### src/rtl/div_issue_ctrl_if.sv
// Handshake bundle between the EX-stage divide issue controller, decode, the
// iterative divider and writeback. master = controller side, slave = environment side.
interface div_issue_ctrl_if #(
   parameter int XLEN = 32,
   parameter int RDW  = 5
);
   logic            ex_valid;
   logic            ex_ready;
   logic [2:0]      ex_funct3;
   logic [XLEN-1:0] ex_rs1;
   logic [XLEN-1:0] ex_rs2;
   logic [RDW-1:0]  ex_rd;
   logic            flush;

   logic            diven_p;
   logic [XLEN-1:0] dividend;
   logic [XLEN-1:0] divider;
   logic            divsigned;
   logic            div_done;
   logic [XLEN-1:0] div_quot;
   logic [XLEN-1:0] div_rem;

   logic            wb_valid;
   logic            wb_ready;
   logic [XLEN-1:0] wb_data;
   logic [RDW-1:0]  wb_rd;
   logic            busy;

   modport master (
      input  ex_valid, ex_funct3, ex_rs1, ex_rs2, ex_rd, flush,
      input  div_done, div_quot, div_rem, wb_ready,
      output ex_ready, diven_p, dividend, divider, divsigned,
      output wb_valid, wb_data, wb_rd, busy
   );

   modport slave (
      output ex_valid, ex_funct3, ex_rs1, ex_rs2, ex_rd, flush,
      output div_done, div_quot, div_rem, wb_ready,
      input  ex_ready, diven_p, dividend, divider, divsigned,
      input  wb_valid, wb_data, wb_rd, busy
   );
endinterface

### src/rtl/div_issue_ctrl.sv
// EX-stage requester for the iterative divider: accepts DIV/DIVU/REM/REMU, launches the
// divider, returns quotient/remainder to writeback. Optional macro DIV_SPECIAL_BYPASS_EN.
module div_issue_ctrl #(
   parameter int XLEN = 32,
   parameter int RDW  = 5
) (
   input logic              clk,
   input logic              cpurst_n,
   div_issue_ctrl_if.master dif
);

   typedef enum logic [2:0] {
      ST_IDLE,
      ST_LAUNCH,
      ST_BUSY,
      ST_RESP,
      ST_DRAIN
   } state_e;

   state_e          state_q, state_d;
   logic [XLEN-1:0] dividend_q, dividend_d;
   logic [XLEN-1:0] divider_q, divider_d;
   logic            divsigned_q, divsigned_d;
   logic            sel_rem_q, sel_rem_d;
   logic [XLEN-1:0] wb_data_q, wb_data_d;
   logic [RDW-1:0]  wb_rd_q, wb_rd_d;
   logic            diven_p_q;
   logic            wb_valid_q;
   logic            busy_q;

   logic op_is_md;
   logic op_signed;
   logic op_rem;
   logic accept;

   // funct3 values outside the M-extension divide group fall back to DIVU
   assign op_is_md  = dif.ex_funct3[2];
   assign op_signed = op_is_md && !dif.ex_funct3[0];
   assign op_rem    = op_is_md && dif.ex_funct3[1];

   assign dif.ex_ready = (state_q == ST_IDLE) && !dif.flush;
   assign accept       = dif.ex_valid && dif.ex_ready;

`ifdef DIV_SPECIAL_BYPASS_EN
   localparam logic [XLEN-1:0] INT_MIN = {1'b1, {(XLEN-1){1'b0}}};

   logic            div_by_zero;
   logic            signed_ovf;
   logic            is_special;
   logic [XLEN-1:0] special_res;

   assign div_by_zero = (dif.ex_rs2 == '0);
   assign signed_ovf  = op_signed && (dif.ex_rs1 == INT_MIN) && (dif.ex_rs2 == '1);
   assign is_special  = div_by_zero || signed_ovf;
   assign special_res = div_by_zero ? (op_rem ? dif.ex_rs1 : '1)
                                    : (op_rem ? '0 : INT_MIN);
`endif

   always_comb begin
      state_d     = state_q;
      dividend_d  = dividend_q;
      divider_d   = divider_q;
      divsigned_d = divsigned_q;
      sel_rem_d   = sel_rem_q;
      wb_data_d   = wb_data_q;
      wb_rd_d     = wb_rd_q;

      case (state_q)
         ST_IDLE: begin
            if (accept) begin
               dividend_d  = dif.ex_rs1;
               divider_d   = dif.ex_rs2;
               divsigned_d = op_signed;
               sel_rem_d   = op_rem;
               wb_rd_d     = dif.ex_rd;
               state_d     = ST_LAUNCH;
`ifdef DIV_SPECIAL_BYPASS_EN
               if (is_special) begin
                  wb_data_d = special_res;
                  state_d   = ST_RESP;
               end
`endif
            end
         end

         // The start pulse already goes out this cycle, so a flush must still wait it out
         ST_LAUNCH: begin
            state_d = dif.flush ? ST_DRAIN : ST_BUSY;
         end

         ST_BUSY: begin
            if (dif.div_done) begin
               if (dif.flush) begin
                  state_d = ST_IDLE;
               end else begin
                  wb_data_d = sel_rem_q ? dif.div_rem : dif.div_quot;
                  state_d   = ST_RESP;
               end
            end else if (dif.flush) begin
               state_d = ST_DRAIN;
            end
         end

         // flush wins over a simultaneous wb_ready: the result is dropped
         ST_RESP: begin
            if (dif.flush || dif.wb_ready) begin
               state_d = ST_IDLE;
            end
         end

         ST_DRAIN: begin
            if (dif.div_done) begin
               state_d = ST_IDLE;
            end
         end

         default: begin
            state_d = ST_IDLE;
         end
      endcase
   end

   always_ff @(posedge clk or negedge cpurst_n) begin
      if (!cpurst_n) begin
         state_q     <= ST_IDLE;
         dividend_q  <= '0;
         divider_q   <= '0;
         divsigned_q <= 1'b0;
         sel_rem_q   <= 1'b0;
         wb_data_q   <= '0;
         wb_rd_q     <= '0;
         diven_p_q   <= 1'b0;
         wb_valid_q  <= 1'b0;
         busy_q      <= 1'b0;
      end else begin
         state_q     <= state_d;
         dividend_q  <= dividend_d;
         divider_q   <= divider_d;
         divsigned_q <= divsigned_d;
         sel_rem_q   <= sel_rem_d;
         wb_data_q   <= wb_data_d;
         wb_rd_q     <= wb_rd_d;
         // Status outputs are decoded from the next state so they are registered
         diven_p_q   <= (state_d == ST_LAUNCH);
         wb_valid_q  <= (state_d == ST_RESP);
         busy_q      <= (state_d != ST_IDLE);
      end
   end

   assign dif.diven_p   = diven_p_q;
   assign dif.dividend  = dividend_q;
   assign dif.divider   = divider_q;
   assign dif.divsigned = divsigned_q;
   assign dif.wb_valid  = wb_valid_q;
   assign dif.wb_data   = wb_data_q;
   assign dif.wb_rd     = wb_rd_q;
   assign dif.busy      = busy_q;

endmodule

### src/flat_wrapper.sv
// flat-port wrapper written by rule: the top's interface ports become plain ports
module div_issue_ctrl_flat 
#(
   parameter int XLEN = 32,
   parameter int RDW  = 5
)
  (clk, cpurst_n, dif_ex_valid, dif_ex_funct3, dif_ex_rs1, dif_ex_rs2, dif_ex_rd, dif_flush, dif_div_done, dif_div_quot, dif_div_rem, dif_wb_ready, dif_ex_ready, dif_diven_p, dif_dividend, dif_divider, dif_divsigned, dif_wb_valid, dif_wb_data, dif_wb_rd, dif_busy);
  div_issue_ctrl_if #(.XLEN(XLEN), .RDW(RDW)) dif_i ();
  input logic clk;
  input logic cpurst_n;
  input wire logic [$bits(dif_i.ex_valid)-1:0] dif_ex_valid;
  input wire logic [$bits(dif_i.ex_funct3)-1:0] dif_ex_funct3;
  input wire logic [$bits(dif_i.ex_rs1)-1:0] dif_ex_rs1;
  input wire logic [$bits(dif_i.ex_rs2)-1:0] dif_ex_rs2;
  input wire logic [$bits(dif_i.ex_rd)-1:0] dif_ex_rd;
  input wire logic [$bits(dif_i.flush)-1:0] dif_flush;
  input wire logic [$bits(dif_i.div_done)-1:0] dif_div_done;
  input wire logic [$bits(dif_i.div_quot)-1:0] dif_div_quot;
  input wire logic [$bits(dif_i.div_rem)-1:0] dif_div_rem;
  input wire logic [$bits(dif_i.wb_ready)-1:0] dif_wb_ready;
  output wire logic [$bits(dif_i.ex_ready)-1:0] dif_ex_ready;
  output wire logic [$bits(dif_i.diven_p)-1:0] dif_diven_p;
  output wire logic [$bits(dif_i.dividend)-1:0] dif_dividend;
  output wire logic [$bits(dif_i.divider)-1:0] dif_divider;
  output wire logic [$bits(dif_i.divsigned)-1:0] dif_divsigned;
  output wire logic [$bits(dif_i.wb_valid)-1:0] dif_wb_valid;
  output wire logic [$bits(dif_i.wb_data)-1:0] dif_wb_data;
  output wire logic [$bits(dif_i.wb_rd)-1:0] dif_wb_rd;
  output wire logic [$bits(dif_i.busy)-1:0] dif_busy;
  assign dif_i.ex_valid = dif_ex_valid;
  assign dif_i.ex_funct3 = dif_ex_funct3;
  assign dif_i.ex_rs1 = dif_ex_rs1;
  assign dif_i.ex_rs2 = dif_ex_rs2;
  assign dif_i.ex_rd = dif_ex_rd;
  assign dif_i.flush = dif_flush;
  assign dif_i.div_done = dif_div_done;
  assign dif_i.div_quot = dif_div_quot;
  assign dif_i.div_rem = dif_div_rem;
  assign dif_i.wb_ready = dif_wb_ready;
  assign dif_ex_ready = dif_i.ex_ready;
  assign dif_diven_p = dif_i.diven_p;
  assign dif_dividend = dif_i.dividend;
  assign dif_divider = dif_i.divider;
  assign dif_divsigned = dif_i.divsigned;
  assign dif_wb_valid = dif_i.wb_valid;
  assign dif_wb_data = dif_i.wb_data;
  assign dif_wb_rd = dif_i.wb_rd;
  assign dif_busy = dif_i.busy;
  div_issue_ctrl #(.XLEN(XLEN), .RDW(RDW)) u_core (.clk(clk), .cpurst_n(cpurst_n), .dif(dif_i));
endmodule
### config.mk
export PLATFORM = sky130hd
export DESIGN_NAME = div_issue_ctrl_flat
export DESIGN_NICKNAME = d
export VERILOG_FILES = /design/src/rtl/div_issue_ctrl_if.sv /design/src/rtl/div_issue_ctrl.sv /design/src/flat_wrapper.sv
export SDC_FILE = /design/constraint.sdc
export NUM_CORES = 1
export LEC_CHECK = 0
export CAP_MARGIN = 20
export CORE_UTILIZATION = 43
export CTS_CLUSTER_DIAMETER = 200
export DETAILED_ROUTE_END_ITERATION = 10
export GPL_ROUTABILITY_DRIVEN = 0
export PLACE_DENSITY = 0.85
export SKIP_CTS_REPAIR_TIMING = 1
export SKIP_LAST_GASP = 1
export SYNTH_ARGS = -nofsm -noshare
export SYNTH_HDL_FRONTEND = slang
export SYNTH_SLANG_ARGS = --single-unit
### constraint.sdc
create_clock -name clk -period 3.7 [get_ports clk]
set_clock_uncertainty 0.05 [all_clocks]
set_input_delay 0.555 -clock clk [delete_from_list [all_inputs] [get_ports clk]]
set_output_delay 0.555 -clock clk [all_outputs]
set_load 0.01 [all_outputs]
==> results.md <==
* Status: complete, no violations
* Wirelength per Cell at 17.2 µm
* Slack of the worst reg-to-reg path at 1.60 ns
* Dpl cells at approximately 660
* Syn Inst Count at 283
* Layout area overhead at 59.1%
* Vias in the first global route at about 3,400
* Syn_area_per_cell at ~17 µm²
* Most common cell after layout, fill and taps aside: clkdlybuf4s50_1
* Worst min path class: primary input to async pin
* P_leak at ~3.4 nW
* Post-Syn Nets at 425
* FF-to-FF path depth at 4
* Hold Slack at between 0.2 and 0.3 ns
* Wirelength, routed at 11,600 µm
* Peak supply drop at 420 µV
* RR Endpoint: u_core.dif.divider[12]
* Synth top area share at a little under three fifths
* Yosys top cell by area: dfrtp_1
* Later-pin clock latency in the skew report at 0.36 ns
* Largest net degree at the start of global routing at 74
* Die width at between 100 and 150 µm
* Finished Layout Cells at 675
* Final Cycle Share at a little over two thirds
* Global route overflow at 0
* Synthesized flop and latch total at roughly 110
* CP max FO at 3
* Slew HR at roughly 40%
* Critical path class: primary input to output pin
* Setup crit end kind: output pin
* IO Port Bufs at 247
* I/O pins at ~250
* CP required at ~3.1 ns
* Initial antenna violation count at 0
* Tmin final at roughly 2.6 ns
* MaxCap Viol Count at 0
* Via Count at between 3,000 and 4,000
* Startpoint types: primary input
* Iter 0 DRT Violations at between 70 and 80
* Tightest Pin Transition at slightly above 0.9 ns
* Final hold violation count at 0
* CTS tree: done
* Core area at 0.0108 mm²
* Register area share after synthesis at between 50% and 60%
* Synth unique cells at 22
* CP Capture Point: dif_ex_ready
* Total negative slack at 0 ns
* Initial core utilization at 44.1%
* CP startpoint: dif_flush
* Row cnt at 38
* Synth top area cells: dfrtp_1 (57%), mux2_4 (21%), mux2_2 (16%), buf_6 (1.7%), nor4_4 (0.45%)
* Vias per cell at ~4.8
* CTS Buf Count at 9
* All-Layer GR Usage at between 20% and 30%
* Die height at roughly 110 µm
* First-pass GRT wire length at 17,400 µm
* WP data arrival at around 2 ns
* Die footprint at roughly 0.012 mm²
* Slew Viols, Final at 0
* CTS Sinks at roughly 110
* Residual DRC count at 0
* CTS root buffer: clkbuf_8
* Layout Nets at between 600 and 700
* Most frequent cells in the layout: clkdlybuf4s50_1 (246), dfrtp_1 (109), mux2_4 (67), mux2_2 (67), clkbuf_8 (11)
* Clk slew on worst S/H paths at approximately 0.10 ns
* CTS H-tree lvls at 3
* DRT Pass-1 Iters at 4
* # fillers at between 700 and 800
* DP Wirelength at about 9000 µm
* Peak Freq at 382 MHz
* Layout cells sized above 1 at about 30%
* Synth Warn # at 0
* Reg-to-Reg Start: u_core.state_q[1]
* Cell Pwr Density at about 720 mW/mm²
* Clk buf depth at 2
* Endpoints failing setup at 0
* RSZ-0062 raised after global routing: false
* Antenna-violating nets left at 0
* Post-synthesis cell area at approximately 0.0048 mm²
* Antenna diodes at 0
[cells by family (layout without fill, tap and decap cells)]
kind of cell           count (synthesis)  in the layout  share of synthesized area, %
flip-flops                           109            109                          57.3
AO/OA/AOI/OAI                          8              8                          1.18
buffers and inverters                 18            270                          2.60
AND/OR/NAND/NOR                       14             14                          2.00
multiplexers                         134            134                          37.0
[Yosys cell counts]
cell	n
dfrtp_1	109
mux2_4	67
o21ai_0	2
inv_1	2
nand4_1	1
buf_2	3
o311ai_0	1
clkbuf_1	4
nand2_1	1
nand3_1	3
a21oi_1	2
buf_6	7
a21bo_2	1
mux2_2	67
nor2_1	3
nor4_4	1
buf_1	2
nor2b_1	3
o211a_1	1
nor3b_1	1
nand2_4	1
o211ai_1	1
[metal layers]
layer | share of wire, % | track usage (%) | vias up
li1 | - | - | 1501
met1 | 37 | 22.2 | 1589
met2 | 51 | 35.3 | 155
met3 | 10 | 6.72 | 17
met4 | 2.1 | 8.41 | 0
met5 | 0 | 0 | -
[sequential cells by signal, summed over array words and instances (netlist names)]
signal and flops:
u_core.dif.busy 1, u_core.dif.diven_p 1, u_core.dif.dividend 32, u_core.dif.divider 32
u_core.dif.divsigned 1, u_core.dif.wb_data 32, u_core.dif.wb_rd 5, u_core.dif.wb_valid 1
u_core.sel_rem_q 1, u_core.state_q 3
[metrics by stage]
stage	util (%)	setup WS, ns	area [µm²]	power [mW]
floorplan	-	1.97	4760	3.23
global placement	68.0	1.09	7330	4.60
detailed placement	68.2	1.09	7360	4.70
CTS	70.2	1.08	7580	5.48
global route	70.2	1.03	7580	5.69
finish	70.2	1.08	7580	5.43
[how the worst min path moves through the flow]
stage / depth (start not counted) / slack, ns / to
floorplan: 0 / 0.21 / u_core.dif.busy
global placement: 1 / 0.44 / u_core.dif.wb_data[16]
detailed placement: 1 / 0.44 / u_core.dif.dividend[7]
CTS: 1 / 0.29 / u_core.dif.dividend[9]
global route: 1 / 0.33 / u_core.dif.divider[22]
finish: 1 / 0.26 / u_core.dif.divider[22]
[power breakdown]
group / switching [mW] / internal, mW
clock: 0.401 / 0.357
combinational: 0.840 / 1.76
sequential: 0.340 / 1.73
total: 1.58 / 3.84
[worst max-delay path, cell delays in order]
cell and delay (ns):
clkdlybuf4s50_1 0.48, nor4_4 0.33, clkdlybuf4s50_1 0.64
[area by class of cell]
class | instances | area, µm² | area share, %
clock buffers | 11 | 151 | 2.00
multi-input cells | 156 | 1910 | 25.2
clock inverters | 5 | 66.3 | 0.875
well taps | 140 | 175 | 2.31
inverters | 2 | 7.51 | 0.0990
repair buffers | 252 | 2540 | 33.5
flip-flops and latches | 109 | 2730 | 36.0
Power figures use the tool's default switching activity.
